<file path="src/rtl/lc3b_fetch_pkg.sv">
// Shared LC-3b types: word, opcode and the fetch FSM state.
// Used by lc3b_fetch (LC3B_FETCH_STATS_EN adds fetch_count).
package lc3b_types;

  typedef logic [15:0] lc3b_word;

  typedef enum logic [3:0] {
    op_br   = 4'b0000,
    op_add  = 4'b0001,
    op_ldb  = 4'b0010,
    op_stb  = 4'b0011,
    op_jsr  = 4'b0100,
    op_and  = 4'b0101,
    op_ldr  = 4'b0110,
    op_str  = 4'b0111,
    op_rti  = 4'b1000,
    op_not  = 4'b1001,
    op_ldi  = 4'b1010,
    op_sti  = 4'b1011,
    op_jmp  = 4'b1100,
    op_shf  = 4'b1101,
    op_lea  = 4'b1110,
    op_trap = 4'b1111
  } lc3b_opcode;

  typedef enum logic [1:0] {
    S_REQ,
    S_DRAIN,
    S_HOLD
  } lc3b_fetch_state;

  function automatic lc3b_word align(
    input lc3b_word a
  );
    return {a[15:1], 1'b0};
  endfunction

endpackage

</file>
<file path="src/rtl/lc3b_fetch_plus2.sv">
// LC-3b PC incrementer: in + 2, wrapping modulo 2^16.
// Instantiated by lc3b_fetch.
module plus2
  import lc3b_types::*;
(
  input  lc3b_word in,
  output lc3b_word out
);

  assign out = in + 16'd2;

endmodule

</file>
<file path="src/rtl/lc3b_fetch.sv">
// LC-3b instruction fetch: one outstanding read, redirect, hold.
// LC3B_FETCH_STATS_EN adds a 16-bit handshake counter.
module lc3b_fetch
  import lc3b_types::*;
#(
  parameter lc3b_word RESET_PC = 16'h0000
) (
  input  logic       clk,
  input  logic       reset_n,
  output lc3b_word   mem_address,
  output logic       mem_read,
  input  lc3b_word   mem_rdata,
  input  logic       mem_resp,
  input  logic       redirect_valid,
  input  lc3b_word   redirect_pc,
  output logic       out_valid,
  input  logic       out_ready,
  output lc3b_word   out_ir,
  output lc3b_opcode out_opcode,
`ifdef LC3B_FETCH_STATS_EN
  output lc3b_word   fetch_count,
`endif
  output lc3b_word   out_pc
);

  lc3b_fetch_state state, state_d;
  lc3b_word pc, pc_d, pc_inc;
  lc3b_word pending, pending_d;
  logic load;

  plus2 u_plus2 (
    .in  (pc),
    .out (pc_inc)
  );

  assign mem_address = pc;
  assign mem_read    = reset_n && (state != S_HOLD);
  assign out_valid   = reset_n && (state == S_HOLD);
  assign out_opcode  = lc3b_opcode'(out_ir[15:12]);

  // State, PC, pending redirect and output latch registers
  always_ff @(posedge clk) begin
    if (!reset_n) begin
      state   <= S_REQ;
      pc      <= align(RESET_PC);
      pending <= '0;
      out_ir  <= '0;
      out_pc  <= '0;
    end else begin
      state   <= state_d;
      pc      <= pc_d;
      pending <= pending_d;
      if (load) begin
        out_ir <= mem_rdata;
        out_pc <= pc_inc;
      end
    end
  end

  // Next state; an issued read always completes before refetch
  always_comb begin
    state_d   = state;
    pc_d      = pc;
    pending_d = pending;
    load      = 1'b0;
    unique case (state)
      S_REQ: begin
        if (mem_resp && redirect_valid) begin
          pc_d = align(redirect_pc);
        end else if (mem_resp) begin
          load    = 1'b1;
          pc_d    = pc_inc;
          state_d = S_HOLD;
        end else if (redirect_valid) begin
          pending_d = align(redirect_pc);
          state_d   = S_DRAIN;
        end
      end
      S_DRAIN: begin
        if (redirect_valid)
          pending_d = align(redirect_pc);
        if (mem_resp) begin
          pc_d    = redirect_valid ?
                    align(redirect_pc) : pending;
          state_d = S_REQ;
        end
      end
      S_HOLD: begin
        if (redirect_valid) begin
          pc_d    = align(redirect_pc);
          state_d = S_REQ;
        end else if (out_ready) begin
          state_d = S_REQ;
        end
      end
      default: state_d = S_REQ;
    endcase
  end

`ifdef LC3B_FETCH_STATS_EN
  // Count accepted instructions; discarded ones do not count
  always_ff @(posedge clk) begin
    if (!reset_n)
      fetch_count <= '0;
    else if (out_valid && out_ready && !redirect_valid)
      fetch_count <= fetch_count + 16'd1;
  end
`endif

endmodule

</file>
<file path="config.mk">
export PLATFORM = sky130hd
export DESIGN_NAME = lc3b_fetch
export DESIGN_NICKNAME = d
export VERILOG_FILES = /design/src/rtl/lc3b_fetch_pkg.sv /design/src/rtl/lc3b_fetch_plus2.sv /design/src/rtl/lc3b_fetch.sv
export SDC_FILE = /design/constraint.sdc
export NUM_CORES = 1
export LEC_CHECK = 0
export CORE_UTILIZATION = 44
export CTS_CLUSTER_DIAMETER = 60
export DETAILED_ROUTE_END_ITERATION = 7
export PLACE_DENSITY = 0.76
export REMOVE_ABC_BUFFERS = 1
export SYNTH_ARGS = -nofsm -noshare
export SYNTH_HDL_FRONTEND = slang
export SYNTH_SLANG_ARGS = --single-unit
</file>
<file path="constraint.sdc">
create_clock -name clk -period 2.1 [get_ports clk]
set_input_delay 0.42 -clock clk [delete_from_list [all_inputs] [get_ports clk]]
set_output_delay 0.42 -clock clk [all_outputs]
set_load 0.01 [all_outputs]
</file>
Word-level counts from Yosys, hierarchy flattened. Cells that the tools add are included.

Flip-flop bits (word level): 66. Input bits: 37. Output and inout port bits: 54. Logic and storage cells: 44.

Add/sub/neg operators: 1. Equality and inequality tests: 10. Multiplexer cells: 19. Reduce and logical (&&, ||, !) cells: 9.

Operators by type and width (count): 16-bit 2-to-1 mux (7); 16-bit case mux with 3 select lines (1); 16-bit case mux with 2 select lines (1); 16-bit by 2-bit adder with 16-bit output, second input constant (1); 2-bit 2-to-1 mux (6); 2-bit != test, second input constant (5); 3-bit != test, second input constant (3); 4-bit AND reduction (2); 2-bit case mux with 3 select lines (1); 1-bit logical AND (3); 1-bit 2-to-1 mux (3); 3-bit AND reduction (1); 3-bit nonzero test (1); 2-bit by 1-bit equality test with 1-bit output, second input constant (1); 2-bit equality test, second input constant (1); 2-bit zero test (1); 2-bit nonzero test (1).

Longest topological paths before layout.
Word-level depth: 4. Mapped depth: 9. Mapped depth without buffers: 6.

Hierarchy. A second synthesis with hierarchy kept.

Cells, all modules: 424. Area total of the unflattened synthesis: 3492.1 um^2.

Modules (own cells, without submodules): lc3b_fetch (instances 1, cells each 385, area an instance 3204.3 um^2, seq. area each 1321.3 um^2); plus2 (instances 1, cells each 39, area an instance 287.8 um^2, seq. area each 0.0 um^2).

Worst setup path after synthesis. No wires, ideal clock.

Path type: register to register. Start point: reg state[0]. End point: reg pc[10], in the netlist mem_address[10]. Setup time: 0.132 ns. Arrival time: 1.869 ns. Data required time: 1.968 ns. Slack: 0.100 ns. Stages on the path, launching flop included: 10. Path buffers: 3. Clock period less this slack: 2.000 ns. Path through: dfxtp_1 > inv_1 > ha_1 > buf_6 > nor2b_1 > or3_1 > buf_2 > buf_2 > a221oi_1 > a31oi_1.

Longest elaborated chain between the ends: 3. Elaborated cells on any way between the ends: 9. Those cells by class: eq/ne (5); mux (1); reduce/logical (3).

Ends and longest elaborated chain: start, declared (line lc3b_fetch.sv:26) `lc3b_fetch_state state, state_d;`; start signal, assigned (line lc3b_fetch.sv:50) `state <= state_d;`; 2-bit equality test, or another cell as far along (line lc3b_fetch.sv:66) `unique case (state)`; 2-bit != test (no source line), or another cell as far along; 4-bit AND reduction (no source line); end signal, assigned (line lc3b_fetch.sv:45) `pc <= align(RESET_PC);`; end signal, assigned (line lc3b_fetch.sv:51) `pc <= pc_d;`; end, declared (line lc3b_fetch.sv:27) `lc3b_word pc, pc_d, pc_inc;`.

Several ways; a longest one is shown, not always the timed one. A chain may end at the register's enable or synchronous reset.

Worst setup path in the final report.
Start point: reg state[0]. End point: reg pc[9], in the netlist mem_address[9].

Same word-level chain as after synthesis.

==> results.rst <==
.. list-table::
   :header-rows: 1

   * - Metric
     - Value
   * - Most frequent standard cell in the layout excluding fill and tap cells
     - sky130_fd_sc_hd__clkdlybuf4s50_1
   * - Net total in the final layout
     - 567
   * - Placed Cells
     - 616
   * - First-pass GRT wire length
     - 16.47 mm
   * - Mux share of post-synthesis cell area
     - 0.08619
   * - Combinational group share of total power
     - 0.267
   * - Ports placed on the boundary
     - 91
   * - Total net switching power
     - 1.082 mW
   * - Pin count of the biggest net entering global routing
     - 46
   * - Initial Utilization
     - 0.4513
   * - Async set or reset register ratio after synthesis
     - 0
   * - Number of non-filler instances in the completed layout
     - 632
   * - Core box area
     - 7687 µm²
   * - TritonCTS clock tree
     - done
   * - Unique masters post-synth
     - 55
   * - Count of endpoints failing hold in the final timing report
     - 0
   * - Area of all placed cells without fillers
     - 4858 µm²
   * - Post-CTS resize count
     - 5
   * - Area used by multi-input combinational logic
     - 1919 µm²
   * - P&R area growth vs syn
     - 40.03%
   * - Combined flip-flop and latch cell area
     - 1326 µm²
   * - Worst hold-check path type
     - reg2reg
   * - Cts bufs inserted
     - 9
   * - Actual slew at the worst max-slew pin
     - 0.4886 ns
   * - Dominant combinational cell family by area after synthesis
     - compound AO/OA/AOI/OAI gates
   * - Post-synthesis xor/xnor area fraction
     - 0.02524
   * - Yosys warnings
     - 0
   * - Arrival time at the worst endpoint
     - 2.22 ns
   * - Element type at the critical path start
     - register
   * - Total leakage power
     - 1.863 nW
   * - Maximum vdd ir drop
     - 0.3371 mV
   * - Pins Over Slew Limit
     - 0
   * - Port buffer count
     - 89
   * - Chain of cells forming the critical path
     - inv_2 -> ha_1 -> clkinv_1 -> a221oi_1 -> nor3_1 -> o31a_1
   * - Setup_tns
     - 0 ns
   * - Critical path required time
     - 2.35 ns
   * - Deepest clock path buffer count
     - 2
   * - Highest clock rate
     - 507.6 MHz
   * - Setup violators final
     - 0
   * - Fin Clk Skew
     - 0.01038 ns
   * - Post-detail-place hpwl
     - 6.843 mm
   * - Rel. slew slack
     - 0.6743
   * - Clock Root Buffer
     - sky130_fd_sc_hd__clkbuf_8
   * - Post-cts hold buffer count
     - 0
   * - Total number of H-tree levels
     - 3
   * - Power density over cell area
     - 729.3 nW/µm²
   * - Remaining global-route overflow
     - 0
   * - Synthesized-area fraction occupied by ao, oa, aoi and oai cells
     - 0.2229
   * - DRC
     - 0
   * - Routed WL per cell
     - 15.74 µm
   * - Via-per-instance ratio
     - 5.647
   * - Hold Slack
     - 0.4552 ns
   * - Unrepaired setup endpoints after global routing
     - false
   * - Global placement routability congestion
     - 0.8710
   * - Simple-Gate Fraction of Synth Area
     - 0.2001
   * - Post-route setup slack
     - 0.1301 ns
   * - Total internal power
     - 2.461 mW
   * - Total global-route track usage
     - 0.2495
   * - Residual antenna-violating net count after detailed routing
     - 0
   * - Switching power as a share of total power
     - 0.3054
   * - Register share of total power
     - 0.408
   * - Total placed instance area
     - 4637 µm²
   * - Minimum period implied by the final worst setup slack
     - 1.970 ns
   * - Cell count after synthesis
     - 425
   * - Number of synthesized flops with an enable pin
     - 0
   * - Fraction of the mapped netlist area in adder cells
     - 0.01803
   * - Initial DRC Count
     - 331
   * - Area of the die
     - 8245 µm²
   * - Summed instance area of the synthesized netlist
     - 3470 µm²
   * - Number of global-route vias before repair
     - 3,341
   * - Maximum fanout count along the critical path
     - 9
   * - Cell Rows
     - 32
   * - Post-CTS Setup Repair Bufs
     - 0
   * - N_diodes
     - 0
   * - Largest incremental delay on the critical path
     - 0.38 ns
   * - Type of element capturing the critical path
     - register
   * - Number of antenna violations at the first check in global routing
     - 0
   * - Top cell family by delay on the critical path
     - compound AO/OA/AOI/OAI gates
   * - Skew-Pair Late Insertion Delay
     - 0.35 ns
   * - Horizontal extent of the die
     - 90.80 µm
   * - Status
     - completed
   * - Leading cell types in the layout, fill and taps excluded
     - 87 x sky130_fd_sc_hd__clkdlybuf4s50_1, 64 x sky130_fd_sc_hd__dfxtp_1, 59 x sky130_fd_sc_hd__nand2_1
   * - Vias after detailed routing
     - 3,569
   * - Number of iterations in the first detailed-routing pass
     - 5
   * - Proportion of power drawn by the clock network
     - 0.325
   * - Placement-stage worst setup slack
     - -0.1717 ns
   * - Layout Utilization
     - 0.6320
   * - Die height
     - 90.80 µm
   * - Total Power
     - 3.543 mW
   * - Master of the slowest instance on the critical path
     - sky130_fd_sc_hd__dfxtp_4
   * - Post-CTS clock slew at the launch and capture registers of the worst setup and hold paths
     - 0.08 ns
   * - Main synth FF type
     - sky130_fd_sc_hd__dfxtp_1
   * - Number of fill cells in the layout
     - 678
   * - Avg Synthesized Cell Area
     - 8.164 µm²
   * - Sum of buffers and inverters on the critical path
     - 2
   * - WL final
     - 9.950 mm
   * - Path type of the worst setup path
     - reg2reg
   * - Reported max-cap violation count
     - 0
   * - Share of the cycle needed by the critical path after routing
     - 0.9381
   * - Share of layout cells above drive strength 1
     - 0.1358
   * - Synth Register Bits
     - 66
   * - Clock sink count
     - 66
   * - Sequential element share of the synthesized area
     - 0.3808
## synthesized netlist by cell type (all sizes together), types with 7 or more instances
library cell / count / share of area
nor2: 33 / 0.036
buf: 18 / 0.033
o21ai: 23 / 0.034
nor3: 8 / 0.012
o211ai: 7 / 0.015
a21oi: 44 / 0.063
inv: 9 / 0.0097
dfxtp: 66 / 0.38
mux2i: 22 / 0.063
clkbuf: 21 / 0.023
mux2: 7 / 0.023
nand2: 59 / 0.064
nand3: 7 / 0.010
## flip-flops by register name, summed over array words and instances, names as in the netlist
| signal | flops |
|---|---|
| out_pc | 16 |
| pending | 16 |
| state | 2 |
| out_ir | 16 |
| mem_address | 16 |
## area by class of cell
type | instances | share of cell area
well taps | 102 | 0.02627
multi-input cells | 310 | 0.3951
repair buffers | 128 | 0.2542
clock buffers | 11 | 0.03116
flip-flops and latches | 66 | 0.2730
inverters | 10 | 0.007726
clock inverters | 5 | 0.01262
## power by group through the flow
stage | Combinational, mW | Clock (mW) | Sequential [mW]
floorplan | 0.402 | 0 | 1.50
global placement | 0.914 | 0 | 1.47
detailed placement | 0.934 | 0 | 1.47
CTS | 0.943 | 1.16 | 1.45
global route | 1.02 | 1.23 | 1.46
finish | 0.946 | 1.15 | 1.45
## kinds of logic after synthesis
group	after synthesis
fa+ha+maj	5
simple gates	147
xor+xnor	10
buf+inv	49
flops	66
mux	29
compound gates	119
## metal layers
metal  share of wire  GRT usage
met5               0          0
met1            0.44     0.3188
met3           0.050    0.04209
met4           0.021     0.1058
met2            0.49     0.4141
## final timing paths
| check | start | end | slack, ns | cells past startpoint |
|---|---|---|---|---|
| setup reg to reg | state[0]$_SDFFE_PN0P_ | mem_address[9]$_SDFFE_PN0P_ | 0.13 | 6 |
| setup / recovery | state[0]$_SDFFE_PN0P_ | mem_address[9]$_SDFFE_PN0P_ | 0.13 | 6 |
| hold / removal | out_ir[6]$_SDFFE_PN0P_ | out_ir[6]$_SDFFE_PN0P_ | 0.46 | 2 |
| hold reg to reg | out_ir[6]$_SDFFE_PN0P_ | out_ir[6]$_SDFFE_PN0P_ | 0.46 | 2 |
## tightest hold or removal path: stages (launching register included)
cell and delay [ns]:
sky130_fd_sc_hd__dfxtp_1 0.31, sky130_fd_sc_hd__nand2_1 0.05, sky130_fd_sc_hd__a21oi_1 0.05
No activity file was read; power rests on OpenSTA's default activity.
